<file path="src/rtl/uart_board_loader.sv">
// UART board loader: 8N1 byte receiver plus a framing FSM that assembles a 256-cell
// board behind a SYNC byte and commits it only when the trailing XOR checksum matches.
module uart_board_loader #(
  parameter int         CLKS_PER_BIT   = 868,
  parameter logic [7:0] SYNC_BYTE      = 8'hA5,
  parameter int         TIMEOUT_CYCLES = 1000000
) (
  input  logic         clk,
  input  logic         reset,
  input  logic         rx,
  output logic [255:0] board_o,
  output logic         load_done,
  output logic         chk_err,
  output logic         frame_err,
  output logic         busy
);

  localparam int CW = $clog2(CLKS_PER_BIT + 1);
  localparam int TW = $clog2(TIMEOUT_CYCLES + 1);
  localparam logic [CW-1:0] HALF_M1 = CW'(CLKS_PER_BIT / 2 - 1);
  localparam logic [CW-1:0] FULL_M1 = CW'(CLKS_PER_BIT - 1);
  localparam logic [TW-1:0] TMO_M1  = TW'(TIMEOUT_CYCLES - 1);

  typedef enum logic [1:0] {R_IDLE, R_START, R_DATA, R_STOP} r_state_e;
  typedef enum logic [1:0] {F_SYNC, F_DATA, F_CHECK} f_state_e;

  logic sync1_q, sync2_q, rx_prev_q;
  logic rx_s;

  r_state_e        r_state_q, r_state_d;
  logic [CW-1:0]   cnt_q, cnt_d;
  logic [2:0]      bit_q, bit_d;
  logic [7:0]      shreg_q, shreg_d;
  logic            byte_valid, byte_err;
  logic [7:0]      rx_byte;

  f_state_e        f_state_q, f_state_d;
  logic [4:0]      idx_q, idx_d;
  logic [7:0]      acc_q, acc_d;
  logic [255:0]    shadow_q, shadow_d;
  logic [255:0]    board_q, board_d;
  logic [TW-1:0]   tmo_q, tmo_d;
  logic            busy_q, busy_d;
  logic            load_done_q, load_done_d;
  logic            chk_err_q, chk_err_d;
  logic            frame_err_q, frame_err_d;

  assign rx_s = sync2_q;

  // Byte receiver; byte_valid/byte_err are combinational strobes on the stop-bit sample
  // so the frame FSM can register its result one clock later.
  always_comb begin
    r_state_d  = r_state_q;
    cnt_d      = cnt_q;
    bit_d      = bit_q;
    shreg_d    = shreg_q;
    byte_valid = 1'b0;
    byte_err   = 1'b0;
    rx_byte    = shreg_q;
    unique case (r_state_q)
      R_IDLE: begin
        if (rx_prev_q && !rx_s) begin
          r_state_d = R_START;
          cnt_d     = '0;
          bit_d     = '0;
        end
      end
      R_START: begin
        if (cnt_q == HALF_M1) begin
          cnt_d     = '0;
          r_state_d = rx_s ? R_IDLE : R_DATA;
        end else begin
          cnt_d = cnt_q + 1'b1;
        end
      end
      R_DATA: begin
        if (cnt_q == FULL_M1) begin
          cnt_d   = '0;
          shreg_d = {rx_s, shreg_q[7:1]};
          bit_d   = bit_q + 1'b1;
          if (bit_q == 3'd7) r_state_d = R_STOP;
        end else begin
          cnt_d = cnt_q + 1'b1;
        end
      end
      R_STOP: begin
        if (cnt_q == FULL_M1) begin
          cnt_d      = '0;
          r_state_d  = R_IDLE;
          byte_valid = rx_s;
          byte_err   = !rx_s;
        end else begin
          cnt_d = cnt_q + 1'b1;
        end
      end
    endcase
  end

  always_comb begin
    f_state_d   = f_state_q;
    idx_d       = idx_q;
    acc_d       = acc_q;
    shadow_d    = shadow_q;
    board_d     = board_q;
    tmo_d       = tmo_q;
    busy_d      = busy_q;
    load_done_d = 1'b0;
    chk_err_d   = 1'b0;
    frame_err_d = 1'b0;
    case (f_state_q)
      F_SYNC: begin
        if (byte_valid && rx_byte == SYNC_BYTE) begin
          idx_d     = '0;
          acc_d     = '0;
          tmo_d     = '0;
          busy_d    = 1'b1;
          f_state_d = F_DATA;
        end
      end
      default: begin
        // The idle timer keeps running during a byte; a full byte is far shorter than the limit.
        if (byte_err || (!byte_valid && tmo_q == TMO_M1)) begin
          frame_err_d = 1'b1;
          busy_d      = 1'b0;
          f_state_d   = F_SYNC;
        end else if (byte_valid) begin
          tmo_d = '0;
          if (f_state_q == F_DATA) begin
            shadow_d[{idx_q, 3'b000} +: 8] = rx_byte;
            acc_d = acc_q ^ rx_byte;
            idx_d = idx_q + 1'b1;
            if (idx_q == 5'd31) f_state_d = F_CHECK;
          end else begin
            if (rx_byte == acc_q) begin
              board_d     = shadow_q;
              load_done_d = 1'b1;
            end else begin
              chk_err_d = 1'b1;
            end
            busy_d    = 1'b0;
            f_state_d = F_SYNC;
          end
        end else begin
          tmo_d = tmo_q + 1'b1;
        end
      end
    endcase
  end

  always_ff @(posedge clk or posedge reset) begin
    if (reset) begin
      sync1_q     <= 1'b1;
      sync2_q     <= 1'b1;
      rx_prev_q   <= 1'b1;
      r_state_q   <= R_IDLE;
      cnt_q       <= '0;
      bit_q       <= '0;
      shreg_q     <= '0;
      f_state_q   <= F_SYNC;
      idx_q       <= '0;
      acc_q       <= '0;
      shadow_q    <= '0;
      board_q     <= '0;
      tmo_q       <= '0;
      busy_q      <= 1'b0;
      load_done_q <= 1'b0;
      chk_err_q   <= 1'b0;
      frame_err_q <= 1'b0;
    end else begin
      sync1_q     <= rx;
      sync2_q     <= sync1_q;
      rx_prev_q   <= rx_s;
      r_state_q   <= r_state_d;
      cnt_q       <= cnt_d;
      bit_q       <= bit_d;
      shreg_q     <= shreg_d;
      f_state_q   <= f_state_d;
      idx_q       <= idx_d;
      acc_q       <= acc_d;
      shadow_q    <= shadow_d;
      board_q     <= board_d;
      tmo_q       <= tmo_d;
      busy_q      <= busy_d;
      load_done_q <= load_done_d;
      chk_err_q   <= chk_err_d;
      frame_err_q <= frame_err_d;
    end
  end

  assign board_o   = board_q;
  assign load_done = load_done_q;
  assign chk_err   = chk_err_q;
  assign frame_err = frame_err_q;
  assign busy      = busy_q;

endmodule
</file>
<file path="config.mk">
export PLATFORM = sky130hd
export DESIGN_NAME = uart_board_loader
export DESIGN_NICKNAME = d
export VERILOG_FILES = /design/src/rtl/uart_board_loader.sv
export SDC_FILE = /design/constraint.sdc
export NUM_CORES = 1
export LEC_CHECK = 0
export ABC_AREA = 0
export BUFFER_PORTS_ARGS = -buffer_cell sky130_fd_sc_hd__buf_2
export CAP_MARGIN = 20
export CORE_UTILIZATION = 58
export DETAILED_ROUTE_END_ITERATION = 12
export GPL_TIMING_DRIVEN = 0
export MAX_ROUTING_LAYER = met4
export PLACE_DENSITY = 0.79
export SYNTH_ARGS = -nofsm -noshare
export SYNTH_HDL_FRONTEND = slang
export SYNTH_SLANG_ARGS = --single-unit
</file>
<file path="constraint.sdc">
create_clock -name clk -period 20.6 [get_ports clk]
set_clock_uncertainty 0.05 [all_clocks]
set_input_delay 1.03 -clock clk [delete_from_list [all_inputs] [get_ports clk]]
set_output_delay 1.03 -clock clk [all_outputs]
set_load 0.02 [all_outputs]
</file>
==> metrics.md <==
| Metric | Value |
|---|---|
| Status | `complete, no violations` |
| I/O pins | `263` |
| Post-layout instance count excluding filler cells | `2692` |
| Leak | `13.7 nW` |
| Critical setup path kind | `register to register` |
| # resized after CTS | `0` |
| Row cnt | `72` |
| EDFF count, synth | `0` |
| Layout cell share with drive strength beyond 1 | `32.7%` |
| CP Launch Type | `register` |
| Post-synthesis cell area | `22800 um2` |
| Maximum VDD drop | `66.1 uV` |
| WL/cell | `22.5 um` |
| Total clock buffers created by CTS | `55` |
| Predominant post-synthesis flop cell | `dfrtp_1` |
| DR vias | `16400` |
| DRT iter0 DRCs | `1260` |
| Vias in the first global route | `16700` |
| Gate Count Post-Synth | `1805` |
| Final WS setup | `16.57 ns` |
| Sequential share of power | `50.7%` |
| Switching power | `476 uW` |
| Crit end category | `register` |
| Clock root cell | `clkbuf_16` |
| Hold depth | `0` |
| Total GRT Usage | `31.4%` |
| Clock power frac | `47.3%` |
| Critical Path Fanout Max | `10` |
| Final Hold Violating Endpoints | `0` |
| Slew HR | `26.4%` |
| Post-CTS Hold Fix Bufs | `0` |
| I/O Buffers | `262` |
| Synthesized net count | `1819` |
| WP data required | `21.03 ns` |
| Critical Path AT | `4.46 ns` |
| Asr flop ratio synth | `100%` |
| Endpoints failing setup | `0` |
| Initial antenna violation count | `0` |
| Die area | `40200 um2` |
| Area growth syn-to-layout | `17.6%` |
| Hold Path Class | `register to register` |
| Pint | `1.77 mW` |
| HP Start | `sync1_q$_DFF_PP1_` |
| Core box area | `38700 um2` |
| Max-cap violations | `0` |
| Slew Limit Fails | `0` |
| Synthesis-stage register bit count | `577` |
| Dpl ws | `16.72 ns` |
| Combinational Power Share | `2.0%` |
| Placed Cells | `2590` |
| TritonCTS clock tree | `done` |
| P per Cell Area | `83.7 nW/um2` |
| Setup bufs post-CTS | `0` |
| Worst-Skew Late Latency | `0.62 ns` |
| Avg Cell Area, Syn | `12.7 um2` |
| Net Sw Frac | `21.2%` |
| Drt first pass iters | `5` |
| Reg2reg end | `shadow_q[149]$_DFFE_PP0P_` |
| Num Clock Sinks | `577` |
| Largest net degree at the start of global routing | `139` |
| Reg2Reg Launch Point | `idx_q[0]$_DFFE_PP0P_` |
| Initial Util | `59.0%` |
| Die Y | `200 um` |
| First-pass GRT wire length | `94.8 mm` |
| CTS H-tree depth | `2` |
| Clock slew at reported path FFs | `0.06 ns` |
| Fin nets | `2146` |
| Final Core Density | `69.3%` |
| Worst reg2reg path depth | `10` |
| RSZ-0062 raised after global routing | `no` |
| Min Tclk post-route | `4.03 ns` |
| Drt drc | `0` |
| Yosys Warn Count | `0` |
| Congestion Overflow GR | `0` |
| Yosys cell types | `56` |
| Hold EP | `rx_s$_DFF_PP1_` |
| Inserted Diodes | `0` |
| FMAX | `248 MHz` |
| Final period util | `19.6%` |
| DIE WIDTH | `200 um` |
| Via/cell ratio | `6.11` |
| Final ANT Viol Nets | `0` |
| DRT Wirelength | `60.7 mm` |
| Post-synthesis sequential area ratio | `63.2%` |
| Dpl hpwl | `41.8 mm` |
| Slew @ Worst Pin | `1.10 ns` |
| Worst reg-to-reg setup slack | `16.57 ns` |
| Gpl congestion | `0.922` |
| Longest Clk Path Bufs | `3` |
## flip-flops by register name, indices dropped and copies added (netlist names), 2 cells and up, named ones only
name,cells
bit_q,3
shadow_q,256
rx_byte,8
f_state_q,2
board_o,256
idx_q,5
cnt_q,10
tmo_q,20
acc_q,8
## power groups by stage
stage               clock, mW  sequential (mW)  combinational, mW
floorplan                   0             1.16             0.0322
global placement            0             1.16             0.0412
detailed placement          0             1.16             0.0461
CTS                      1.07             1.14             0.0467
global route             1.11             1.14             0.0528
finish                   1.06             1.14             0.0455
## layout make-up
cell class,instances,area (um2)
inverter,14,60.1
clock inverter,20,278
buffer,104,410
fill,2714,11900
tap,518,648
clock buffer,79,1640
timing repair buffer,270,1450
sequential,577,14400
multi-input combinational,1110,7940
## logic make-up after synthesis
| group | synth area share, % |
|---|---|
| compound gates | 11.1 |
| xor+xnor | 0.575 |
| fa+ha+maj | 0.602 |
| buf+inv | 2.03 |
| flops | 63.2 |
| mux | 16.3 |
| simple gates | 6.16 |
## cell usage after synthesis, drive strengths merged (9+ instances only)
library cell,count,area [um2]
o21ai,430,2150
mux2,325,3690
nor2,40,166
ha,11,138
nand3,49,245
xnor2,10,87.6
nand2b,14,87.6
nor3,9,50.1
clkbuf,97,364
o31ai,11,82.6
or4,10,75.1
nand4,15,93.8
nor4,9,71.3
a21oi,12,60.1
inv,14,52.6
nand2,89,334
dfrtp,574,14400
## critical path, cell delays in order, from the launching register on
cell      delay, ns
dfrtp_1        0.44
clkbuf_1       0.25
inv_1          0.15
ha_1           0.27
nor3b_1        0.35
xor2_1         0.51
nand4_1        0.66
clkbuf_1       0.50
clkbuf_1       0.34
o21ai_0        0.23
o21ai_0        0.12
## metal layers
| layer | global-route usage (%) | up-vias | routed length, um |
|---|---|---|---|
| met2 | 49.0 | 702 | 29200 |
| met4 | 9.87 | 0 | 1960 |
| met5 | - | - | 0 |
| met3 | 7.65 | 146 | 4750 |
| met1 | 40.8 | 8454 | 24800 |
| li1 | - | 7134 | - |
## per-stage QoR
step	hold WS (ns)	TNS, ns	instance area (um2)	total power, mW
floorplan	0.295	0	22800	1.19
global placement	0.300	-813.57	24800	1.20
detailed placement	0.303	0	24900	1.21
CTS	0.312	0	26800	2.26
global route	0.316	0	26900	2.31
finish	0.310	0	26900	2.25
## worst max path at each step
stage                              start                        end
finish              idx_q[0]$_DFFE_PP0P_  shadow_q[149]$_DFFE_PP0P_
detailed placement  idx_q[0]$_DFFE_PP0P_  shadow_q[149]$_DFFE_PP0P_
CTS                 idx_q[0]$_DFFE_PP0P_  shadow_q[149]$_DFFE_PP0P_
global route        idx_q[0]$_DFFE_PP0P_  shadow_q[150]$_DFFE_PP0P_
global placement                   reset     board_o[9]$_DFFE_PP0P_
floorplan                          reset                  async pin
## cell usage in the layout, fill, tap and decap left out, drive strengths merged, types with 2 or more instances in the layout
master	netlist	routed
or4	10	10
a22o	2	2
xor2	5	5
nand2b	14	14
o31ai	11	11
clkbuf	97	179
mux2i	3	3
and4	4	4
nand4	15	15
dfstp	3	3
a21oi	12	12
ha	11	11
mux2	325	325
o41ai	2	2
nor3	9	9
nand2	89	89
o21a	3	3
o211ai	8	8
nand3b	2	2
nor3b	2	2
a211o	2	2
nor2b	2	2
inv	14	16
or2	5	5
or4b	4	4
clkinvlp	0	2
clkinv	0	10
o21ai	430	430
nor4	9	9
or3	8	8
nor4b	2	2
xnor2	10	10
and3	6	6
nand3	49	49
nor2	40	40
o21bai	2	2
dfrtp	574	574
bufinv	0	6
buf	7	274
a21o	4	4
(Power assumes the default switching activity.)
